--- config.mk ---
export PLATFORM = sky130hd
export DESIGN_NAME = pfpu_fdiv
export DESIGN_NICKNAME = d
export VERILOG_FILES = /design/src/rtl/pfpu_fdiv_pkg.sv /design/src/rtl/pfpu_fdiv_mant.sv /design/src/rtl/pfpu_fdiv.sv
export SDC_FILE = /design/constraint.sdc
export NUM_CORES = 1
export LEC_CHECK = 0
export ABC_AREA = 1
export BUFFER_PORTS_ARGS = -buffer_cell sky130_fd_sc_hd__buf_2
export CAP_MARGIN = 20
export CORE_MARGIN = 1.5
export CORE_UTILIZATION = 55
export CTS_BUF_LIST = sky130_fd_sc_hd__clkbuf_16
export DETAILED_ROUTE_END_ITERATION = 8
export PLACE_DENSITY = 0.89
export SETUP_SLACK_MARGIN = 0.05
export SLEW_MARGIN = 20
export SYNTH_ARGS = -nofsm -noshare
export SYNTH_HDL_FRONTEND = slang
export SYNTH_SLANG_ARGS = --single-unit
--- constraint.sdc ---
create_clock -name sys_clk -period 4.1 [get_ports sys_clk]
set_input_delay 0.205 -clock sys_clk [delete_from_list [all_inputs] [get_ports sys_clk]]
set_output_delay 0.205 -clock sys_clk [all_outputs]
set_load 0.01 [all_outputs]
--- src/rtl/pfpu_fdiv_pkg.sv ---
// pfpu_fdiv_pkg: shared PFPU divider constants and types.
// The scheduler and the divider both read the iteration count and the
// fixed result latency from here so they can never disagree.
`timescale 1ns/1ps
package pfpu_fdiv_pkg;

  // Restoring-division iterations (one quotient bit per DIV cycle).
  localparam int PFPU_FDIV_ITERS   = 25;
  // Cycles from accepted valid_i to valid_o: DIV iterations + NORM + output reg.
  localparam int PFPU_FDIV_LATENCY = PFPU_FDIV_ITERS + 2;

  localparam int MANT_W = 24;               // mantissa with hidden 1
  localparam int QUO_W  = PFPU_FDIV_ITERS;  // quotient bits produced
  localparam int CNT_W  = $clog2(PFPU_FDIV_ITERS);

  typedef enum logic [1:0] {
    ST_IDLE = 2'd0,
    ST_DIV  = 2'd1,
    ST_NORM = 2'd2
  } fdiv_state_e;

endpackage

--- src/rtl/pfpu_fdiv_mant.sv ---
// pfpu_fdiv_mant: restoring mantissa divider, one quotient bit per cycle.
// Ports:
//   clk_i, rst_ni   : clock, asynchronous active-low reset
//   start_i         : load {1,frac_a_i} / {1,frac_b_i} and begin iterating
//   frac_a_i/_b_i   : 23-bit fractions of dividend / divisor
//   q_o             : quotient, valid the cycle after last_o
//   last_o          : high during the cycle whose edge computes the final bit
`timescale 1ns/1ps
module pfpu_fdiv_mant
  import pfpu_fdiv_pkg::*;
(
  input  logic              clk_i,
  input  logic              rst_ni,
  input  logic              start_i,
  input  logic [22:0]       frac_a_i,
  input  logic [22:0]       frac_b_i,
  output logic [QUO_W-1:0]  q_o,
  output logic              last_o
);

  logic [MANT_W:0]   rem_q, rem_d;   // one guard bit: rem < 2*divisor always
  logic [MANT_W-1:0] div_q;
  logic [QUO_W-1:0]  quo_q, quo_d;
  logic [CNT_W-1:0]  cnt_q;
  logic              active_q;
  logic              ge;
  logic [MANT_W:0]   rem_sub;

  always_comb begin
    ge      = (rem_q >= {1'b0, div_q});
    rem_sub = ge ? (rem_q - {1'b0, div_q}) : rem_q;
    // After a conditional subtract rem < divisor < 2^24, so the shift never overflows.
    rem_d   = {rem_sub[MANT_W-1:0], 1'b0};
    quo_d   = {quo_q[QUO_W-2:0], ge};
  end

  assign last_o = active_q && (cnt_q == CNT_W'(PFPU_FDIV_ITERS - 1));
  assign q_o    = quo_q;

  always_ff @(posedge clk_i or negedge rst_ni) begin
    if (!rst_ni) begin
      rem_q    <= '0;
      div_q    <= '0;
      quo_q    <= '0;
      cnt_q    <= '0;
      active_q <= 1'b0;
    end else if (start_i) begin
      rem_q    <= {2'b01, frac_a_i};
      div_q    <= {1'b1, frac_b_i};
      quo_q    <= '0;
      cnt_q    <= '0;
      active_q <= 1'b1;
    end else if (active_q) begin
      rem_q <= rem_d;
      quo_q <= quo_d;
      cnt_q <= cnt_q + 1'b1;
      if (last_o) active_q <= 1'b0;
    end
  end

endmodule

--- src/rtl/pfpu_fdiv.sv ---
// pfpu_fdiv: PFPU float divider, fixed 27-cycle latency, one op in flight.
// Ports:
//   sys_clk   : clock
//   alu_rst_n : asynchronous active-low reset
//   a, b      : dividend / divisor (sign, 8-bit exp, 23-bit fraction)
//   valid_i   : operands valid; accepted only when not busy
//   r         : registered quotient, held between results
//   valid_o   : one-cycle pulse when r updates
//   busy      : operation in flight, valid_i ignored
`timescale 1ns/1ps
module pfpu_fdiv
  import pfpu_fdiv_pkg::*;
(
  input  logic        sys_clk,
  input  logic        alu_rst_n,
  input  logic [31:0] a,
  input  logic [31:0] b,
  input  logic        valid_i,
  output logic [31:0] r,
  output logic        valid_o,
  output logic        busy
);

  fdiv_state_e      state_q;
  logic             sign_q;
  logic [7:0]       exp_q;
  logic             a_zero_q;
  logic             b_zero_q;
  logic             start;
  logic [QUO_W-1:0] quo;
  logic             mant_last;
  logic [31:0]      result_d;

  assign start = (state_q == ST_IDLE) && valid_i;

  pfpu_fdiv_mant u_mant (
    .clk_i    (sys_clk),
    .rst_ni   (alu_rst_n),
    .start_i  (start),
    .frac_a_i (a[22:0]),
    .frac_b_i (b[22:0]),
    .q_o      (quo),
    .last_o   (mant_last)
  );

  // Zero dividend wins over divide-by-zero; otherwise normalise by one bit
  // at most, since the mantissa ratio lies in (0.5, 2).
  always_comb begin
    result_d = {sign_q, 31'd0};
    if (a_zero_q) begin
      result_d = {sign_q, 31'd0};
    end else if (b_zero_q) begin
      result_d = {sign_q, 8'hFF, 23'd0};
    end else if (quo[QUO_W-1]) begin
      result_d = {sign_q, exp_q, quo[23:1]};
    end else begin
      result_d = {sign_q, exp_q - 8'd1, quo[22:0]};
    end
  end

  always_ff @(posedge sys_clk or negedge alu_rst_n) begin
    if (!alu_rst_n) begin
      state_q  <= ST_IDLE;
      sign_q   <= 1'b0;
      exp_q    <= '0;
      a_zero_q <= 1'b0;
      b_zero_q <= 1'b0;
      r        <= '0;
      valid_o  <= 1'b0;
      busy     <= 1'b0;
    end else begin
      valid_o <= 1'b0;
      case (state_q)
        ST_IDLE: begin
          if (valid_i) begin
            sign_q   <= a[31] ^ b[31];
            exp_q    <= a[30:23] - b[30:23] + 8'd127;
            a_zero_q <= (a[30:23] == 8'd0);
            b_zero_q <= (b[30:23] == 8'd0);
            busy     <= 1'b1;
            state_q  <= ST_DIV;
          end
        end
        ST_DIV: begin
          if (mant_last) state_q <= ST_NORM;
        end
        ST_NORM: begin
          r       <= result_d;
          valid_o <= 1'b1;
          busy    <= 1'b0;
          state_q <= ST_IDLE;
        end
        default: begin
          state_q <= ST_IDLE;
          busy    <= 1'b0;
        end
      endcase
    end
  end

endmodule

Word level (Yosys, flattened, before mapping):

Cells that the tools add are included.

* add/subtract/negate cells: 5
* magnitude comparators: 1
* equality and inequality tests: 5
* mux-type cells: 19
* bitwise operators: 2
* reductions and logical operators: 9

Operator list (number)
* $mux W25: 4
* $mux W31: 3
* $ge A25 B24 Y1: 1
* $mux W24: 1
* $sub A24 B24 Y24: 1
* $logic_not A8 Y1: 2
* $mux W5: 2
* $add A8 B7 Y8 const B: 1
* $sub A8 B1 Y8 const B: 1
* $sub A8 B8 Y8: 1
* $reduce_and A2 Y1: 3
* $add A5 B1 Y5 const B: 1
* $eq A5 B5 Y1 const B: 1
* $mux W1: 5
* $mux W2: 2
* $ne A2 B2 Y1 const B: 2
* $pmux W2 S2: 1
* $eq A2 B1 Y1 const B: 1
* $eq A2 B2 Y1 const B: 1
* $logic_and A1 B1 Y1: 2
* $logic_not A2 Y1: 1
* $pmux W1 S2: 1
* $reduce_bool A2 Y1: 1
* $not A1 Y1: 1
* $xor A1 B1 Y1: 1

* bits in registers: 127
* bits of input ports: 67
* output and inout bits: 34
* word-level logic and storage cells: 54

Longest topological paths before layout:

Gate-level depths: netlist of run 1.

* depth in word-level cells: 5
* mapped depth: 16
* mapped depth without buffers: 16

By module:

A second synthesis of run 1 with hierarchy kept.

* cells, all modules: 1038
* area total of the unflattened synthesis: 7792.5 um^2

Modules (own cells, without submodules)
* pfpu_fdiv_mant: times used 1, cells an instance 732, area each 5175.0 um^2, sequential area each 2001.9 um^2
* pfpu_fdiv: times used 1, cells an instance 306, area each 2617.5 um^2, sequential area each 1176.1 um^2

Worst setup path after synthesis of run 1:

No wires, ideal clock.

* kind: in2reg
* from: input port b[24]
* to: register exp_q[7]
* library setup time: 0.066 ns
* data arrival time: 1.912 ns
* required time: 4.034 ns
* setup slack: 2.122 ns
* stages on the path: 12
* buffers on the path: 0
* cell sequence: inv_1 -> ha_1 -> ha_1 -> fa_1 -> a21oi_1 -> nor2_1 -> o21ai_0 -> nand2_1 -> a21oi_1 -> or2_2 -> nand3_1 -> nand2_1

* longest elaborated chain between the ends: 2

Ends and longest elaborated chain
* start: declaration: line pfpu_fdiv.sv:17 `input logic [31:0] b,`
* $sub A8 B8 Y8: line pfpu_fdiv.sv:77 `exp_q <= a[30:23] - b[30:23] + 8'd127;`
* $add A8 B7 Y8: line pfpu_fdiv.sv:77
* end signal: assignment: line pfpu_fdiv.sv:77
* end: declaration: line pfpu_fdiv.sv:26 `logic [7:0] exp_q;`

No other way between the ends.
A chain may end at the register's enable or synchronous reset.

Worst setup path after layout of run 1:

* from: register state_q[0]
* to: register u_mant.rem_q[3]

* longest elaborated chain between the ends: 3
* elaborated cells between the ends (all ways): 4
* classes of those cells: mux: 1; reduce/logical: 3

Ends and longest elaborated chain
* start: declaration: line pfpu_fdiv.sv:24 `fdiv_state_e state_q;`
* start signal: assignment: line pfpu_fdiv.sv:63 `state_q <= ST_IDLE;`
* start signal: assignment: line pfpu_fdiv.sv:81 `state_q <= ST_DIV;`
* start signal: assignment: line pfpu_fdiv.sv:85 `if (mant_last) state_q <= ST_NORM;`
* $logic_not A2 Y1 *: line pfpu_fdiv.sv:34 `assign start = (state_q == ST_IDLE) && valid_i;`
* $logic_and A1 B1 Y1 *: line pfpu_fdiv.sv:34
* $mux W25 / $reduce_bool A2 Y1 (equally long branches)
* end signal: assignment: line pfpu_fdiv_mant.sv:48 `rem_q <= {2'b01, frac_a_i};`
* end signal: assignment: line pfpu_fdiv_mant.sv:54 `rem_q <= rem_d;`
* end: declaration: line pfpu_fdiv_mant.sv:21 `logic [MANT_W:0] rem_q, rem_d;`

Mark *: on every way between the ends. The rest lies on a longest branch, timed or not.

==> results of run 1 <==
## cell families after synthesis
logic type / after synthesis / share of synthesized area
simple gates: 409 / 0.232
buf+inv: 186 / 0.0959
compound gates: 215 / 0.160
xor+xnor: 15 / 0.0175
flops: 127 / 0.423
fa+ha+maj: 42 / 0.0720
## cells in the final DEF, fill, tap and decap left out, types with 2 or more instances in the layout
cell,n
xnor2_1,12
nand2_1,274
buf_4,6
dfrtp_1,127
a21o_1,2
xor2_1,3
dlygate4sd3_1,12
nor2_4,2
buf_2,99
nor2_2,4
bufinv_16,2
nor2_1,42
nand3b_1,3
nand3_1,49
nor4_1,3
nand4_1,11
o21ai_1,10
o22ai_1,24
inv_1,150
nand3_2,2
o21bai_1,12
ha_1,40
nor3_2,2
a21oi_1,36
fa_1,2
a22o_1,11
nor3_1,5
clkinv_1,3
or2_2,2
clkinv_4,3
inv_2,6
clkbuf_16,17
nand2_2,6
o21ai_0,116
## worst min-delay path, stage by stage
cell	delay, ns
buf_2	0.08
nand2_1	0.04
o21ai_0	0.06
## worst paths after layout
path,startpoint,cells after the start,endpoint,slack (ns)
hold / removal,b[3],3,u_mant.div_q[3],0.005
setup reg to reg,state_q[0],11,u_mant.rem_q[3],1.38
max in group asynchronous,alu_rst_n,3,u_mant.rem_q[12],3.04
min in group asynchronous,alu_rst_n,2,exp_q[2],0.38
setup / recovery,state_q[0],11,u_mant.rem_q[3],1.38
hold reg to reg,u_mant.div_q[23],2,u_mant.div_q[23],0.48
## cell type report
class / count / area (sq um)
clock buffers: 17 / 425
well taps: 176 / 220
repair buffers: 119 / 692
fillers: 1096 / 4460
clock inverters: 14 / 130
inverters: 153 / 574
multi-input cells: 681 / 3610
flip-flops and latches: 127 / 3180
## routing by layer
metal	vias up	GRT usage	wire length (um)
li1	3433	-	-
met1	3183	0.330	7710
met2	208	0.463	8710
met3	34	0.0485	849
met4	0	0.0975	449
met5	-	0	0
## per-stage QoR
step | utilization | hold slack [ns] | setup WS [ns]
2_1_floorplan | - | -0.0906 | 2.12
3_3_place_gp | 0.613 | 0.409 | 1.55
3_5_place_dp | 0.613 | 0.416 | 1.47
4_1_cts | 0.663 | 0.000572 | 1.40
5_1_grt | 0.664 | 0.00233 | 1.04
6_report | 0.664 | 0.00520 | 1.38
## state kept, by name, indices dropped and copies added, names as in the netlist
signal           count
a_zero_q             1
b_zero_q             1
busy                 1
exp_q                8
r                   32
sign_q               1
state_q              2
u_mant.active_q      1
u_mant.cnt_q         5
u_mant.div_q        24
u_mant.q_o          25
u_mant.rem_q        25
valid_o              1
## where the power goes
group	internal, W	switching, W
Clock	0.000879	0.000542
Combinational	0.00159	0.00283
Sequential	0.00173	0.000258
Total	0.00420	0.00363
==> reports/results.ini, run 1 <==
[outcome]
status = finished clean

[sta]
finalCritPeriodShare = 0.665
finalClockSkew_ns = 0.00866
worstMarginPinSlew_ns = 0.980
slew_violations = 0
finalSetupViolCount = 0
hold_viol_final = 0
slew_headroom = 0.346
fin_setup_tns_ns = 0
rsz0062_at_grt = no
max_freq_ghz = 0.367
fin_crit_ns = 2.72

[finish]
insertedDiodeCount = 0
area_growth_pct = 17.6
drive_gt1_frac = 0.142
fin_nets = 1208
fin_area_sq_mm = 0.00883
stdcell_count = 1287

[yosys]
ys.warnings.count = 0
yosysSeqAreaShare = 0.423
syn_avg_cell_area_sq_um = 7.56
synth_edf_count = 0
synth_area_leader_cell = dfrtp_1
synth_cell_type_count = 39
synth_most_common_cell = nand2_1
ys.flop_type = dfrtp_1
synth_common_cells = 274 x nand2_1, 146 x inv_1, 127 x dfrtp_1
syn-num-nets = 1103
ys_seq_elements = 127
async_reset_ff_frac = 1.00
synthCells = 994
yosys-top-cells-area = dfrtp_1 42%, nand2_1 14%, o21ai_0 7.7%
synth_area_sq_mm = 0.00751
yosys.area.top_type_share = 0.423

[job]
drv_cap = 0

[critical_path]
critPathKind = flip-flop to flip-flop
crit_path_cell_trace = nor2_1 -> nand2_1 -> inv_2 -> nor2_1 -> buf_4 -> inv_1 -> buf_4 -> o21ai_0 -> inv_1 -> nand2_1 -> nand2_1
cpPeakStageDelay_ns = 0.47
crit_path_end_kind = flip-flop
cp_max_fo = 32
cp_slowest_cell = inv_2
crit_buf_inv = 5
cp_common_cell = nand2_1
worstSetupStartpointType = flip-flop
cp_top_family = buffers and inverters
cp.arrival_ns = 3.08
crit_required_ns = 4.46

[clocking]
ctsRootBufferMaster = clkbuf_16
cts.sinks = 127
clkSlewWorstSetupHoldPaths_ns = 0.06
cts_resized = 0
post_cts_buffers = 0
cts_hold_buf = 11
worstSkewPairLatency_ns = 0.42
numCtsBuffers = 17
cts_buffer_depth = 2
htreeDepth = 4
cts_tree = built

[placement]
dpl.hpwl_um = 12400
placed_cell_area_sq_mm = 0.00815
place_congestion = 0.902
portBuffers = 100
dp_cells = 1244

[grt]
grt_pass1_wl_um = 30300
grt_overflow = 0
antenna_found_initial = 0
grt_pass1_vias = 6563
grt_max_degree = 85
grt_usage = 0.266

[power_and_ir_drop]
peakVddDrop_mv = 0.634
power_w = 0.00783
p_per_area_mw_per_mm2 = 886
p_leak_nw = 4.49

[floorplanning]
core_area_sq_mm = 0.0133
row_count = 42
die_h_um = 120
die_width_um = 120
ioPinCount = 101
initial_core_util = 0.565
dieArea_sq_mm = 0.0144

[routing]
ant_nets = 0
drt-total-wl_um = 17700
drt_iter0_markers = 327
wire_per_inst_um = 13.8
num_vias = 6858
via_per_inst = 5.33
drc = 0
drtPass1Iterations = 7

[hold_path]
hp-class = input pin to flip-flop

No activity file was read; power rests on OpenSTA's default activity.
==> run 2, diff against run 1 <==
- clock period: 4.1 -> 2.7 ns (I/O delays scaled with it)
==> reports/results.ini, run 2 (synthesis results as in run 1) <==
[power_and_ir_drop]
p_leak_nw = 4.53  ; +1.0%
swShare = 0.470  ; +0.00701
clock_power_share = 0.178  ; -0.004
p_per_area_mw_per_mm2 = 1330  ; +50%
peakVddDrop_mv = 0.835  ; +32%
power_w = 0.0120  ; +53%
pwr-share-seq = 0.252  ; -0.002
comb_power_share = 0.570  ; +0.006
p_switching_w = 0.00562  ; +55%
internal_power_w = 0.00633  ; +51%

[routing]
via_per_inst = 5.33  ; about the same
drc = 0  ; unchanged
wire_per_inst_um = 14.0  ; +1.3%
drt-total-wl_um = 18200  ; +2.6%
ant_nets = 0  ; unchanged
num_vias = 6948  ; +1.3%
drtPass1Iterations = 7  ; unchanged
drt_iter0_markers = 529  ; +62%

[clocking]
worstSkewPairLatency_ns = 0.43  ; about the same
cts_buffer_depth = 2  ; unchanged
cts_tree = built
clkSlewWorstSetupHoldPaths_ns = 0.05  ; about the same
htreeDepth = 4  ; unchanged
numCtsBuffers = 17  ; unchanged
cts.sinks = 127  ; unchanged
ctsRootBufferMaster = clkbuf_16

[critical_path]
cp.arrival_ns = 2.73  ; -0.35 ns
cp_slowest_cell = dfrtp_1
cpPeakStageDelay_ns = 0.38  ; -0.09 ns
critPathKind = flip-flop to flip-flop
crit_buf_inv = 2  ; -3
worstSetupStartpointType = flip-flop
cp_max_fo = 18  ; -44%
cp_top_family = simple AND/OR/NAND/NOR gates
crit_path_end_kind = flip-flop
crit_required_ns = 3.01  ; -1.45 ns
crit_path_cell_trace = ha_1 -> a21oi_1 -> nand2_1 -> inv_1 -> nand2_1 -> a21oi_4 -> nand3_4 -> inv_2 -> nand2_1 -> nand3_1 -> nand2_1
cp_common_cell = nand2_1

[grt]
grt_usage = 0.266  ; +0.000901
grt_pass1_vias = 6768  ; +3.1%
grt_pass1_wl_um = 30600  ; +0.93%
grt_overflow = 0  ; unchanged
antenna_found_initial = 0  ; unchanged
grt_max_degree = 128  ; +51%

[floorplanning]
die_width_um = 120  ; unchanged
ioPinCount = 101  ; unchanged
initial_core_util = 0.565  ; unchanged
row_count = 42  ; unchanged
dieArea_sq_mm = 0.0144  ; unchanged
core_area_sq_mm = 0.0133  ; unchanged
die_h_um = 120  ; unchanged

[finish]
insertedDiodeCount = 0  ; unchanged
fin_nets = 1223  ; +1.2%
final_common_cell = nand2_1
largest_reg_flops = 32  ; unchanged
drive_gt1_frac = 0.146  ; +0.00419
n_fill_cell = 1073  ; -2.1%
final_cell_mix = 274 x nand2_1, 147 x inv_1, 127 x dfrtp_1
largest_register = r
area_growth_pct = 19.5

[sta]
worstMarginPinSlew_ns = 0.747  ; -0.232 ns
fin_crit_ns = 2.42  ; -0.304 ns
finalSetupViolCount = 0  ; unchanged
max_freq_ghz = 0.413  ; +13%
slew_violations = 0  ; unchanged
slew_headroom = 0.502  ; +0.156
finalCritPeriodShare = 0.897  ; +0.232
finalClockSkew_ns = 0.00687  ; -0.00178 ns
fin_setup_tns_ns = 0  ; unchanged
hold_viol_final = 0  ; unchanged
rsz0062_at_grt = no

[hold_path]
hp-class = input pin to flip-flop

[outcome]
status = finished clean

[placement]
portBuffers = 100  ; unchanged
place_congestion = 0.943  ; +4.6%
dpl.hpwl_um = 12200  ; -2.1%

[job]
drv_cap = 0  ; unchanged

==> run 2: cell type report <==
| cell class | count | area [sq um] | share of cell area |
|---|---|---|---|
| Multi-Input combinational cell | 682 | 3630 | 0.405 |
| Sequential cell | 127 | 3180 | 0.354 |
| Timing Repair Buffer | 133 | 826 | 0.0920 |
| Inverter | 153 | 574 | 0.0640 |
| Clock buffer | 17 | 425 | 0.0474 |
| Tap cell | 176 | 220 | 0.0245 |
| Clock inverter | 15 | 123 | 0.0137 |
==> run 2: routing by layer <==
metal  vias to the layer above  track usage  routed length (um)  part of all wire
met5                         -            0                   0                 0
met4                         0        0.106                 433             0.024
met3                        42       0.0509                 752             0.041
met2                       183        0.458                8910              0.49
met1                      3269        0.331                8090              0.44
li1                       3454            -                   -                 -
==> run 2: final timing paths <==
kind / start / end / slack, ns / depth (start not counted)
setup / recovery: u_mant.rem_q[16] / u_mant.rem_q[11] / 0.28 / 11
hold / removal: a[15] / u_mant.rem_q[15] / 0.01 / 5
setup reg to reg: u_mant.rem_q[16] / u_mant.rem_q[11] / 0.28 / 11
hold reg to reg: u_mant.cnt_q[3] / u_mant.cnt_q[3] / 0.46 / 1
max in group asynchronous: alu_rst_n / u_mant.rem_q[18] / 1.87 / 3
min in group asynchronous: alu_rst_n / r[24] / 0.34 / 3
==> run 2: power groups by stage <==
stage,sequential [W],combinational (W),clock (W)
after CTS,0.00301,0.00668,0.00215
final,0.00301,0.00681,0.00213
after global routing,0.00308,0.00775,0.00225
after floorplan,0.00295,0.00521,0
after global placement,0.00300,0.00639,0
after detailed placement,0.00303,0.00655,0
==> run 2: worst reg2reg max path, cell delays in order (launching register included) <==
cell and delay [ns]:
dfrtp_1 0.38, ha_1 0.35, a21oi_1 0.28, nand2_1 0.14
inv_1 0.07, nand2_1 0.10, a21oi_4 0.25, nand3_4 0.27
inv_2 0.25, nand2_1 0.08, nand3_1 0.09, nand2_1 0.05
==> run 2: what timing repair did <==
| action | CTS | global route |
|---|---|---|
| hold endpoints to repair | 151 | 0 |
| gates resized for setup | 0 | 2 |
| hold buffers | 25 | 0 |
| endpoints found under the setup margin | 0 | 40 |
| setup buffers | 0 | 0 |
==> run 2: stage by stage <==
step | setup slack (ns) | utilization | hold slack, ns | std cells | cell area (sq um)
2_1_floorplan | 0.792 | - | -0.161 | 994 | 7510
3_3_place_gp | 0.233 | 0.614 | 0.285 | 1245 | 8160
3_5_place_dp | 0.189 | 0.614 | 0.292 | 1245 | 8160
4_1_cts | 0.166 | 0.674 | 0.00301 | 1302 | 8960
5_1_grt | 0.0648 | 0.675 | 0.0230 | 1303 | 8980
6_report | 0.279 | 0.675 | 0.00986 | 1303 | 8980
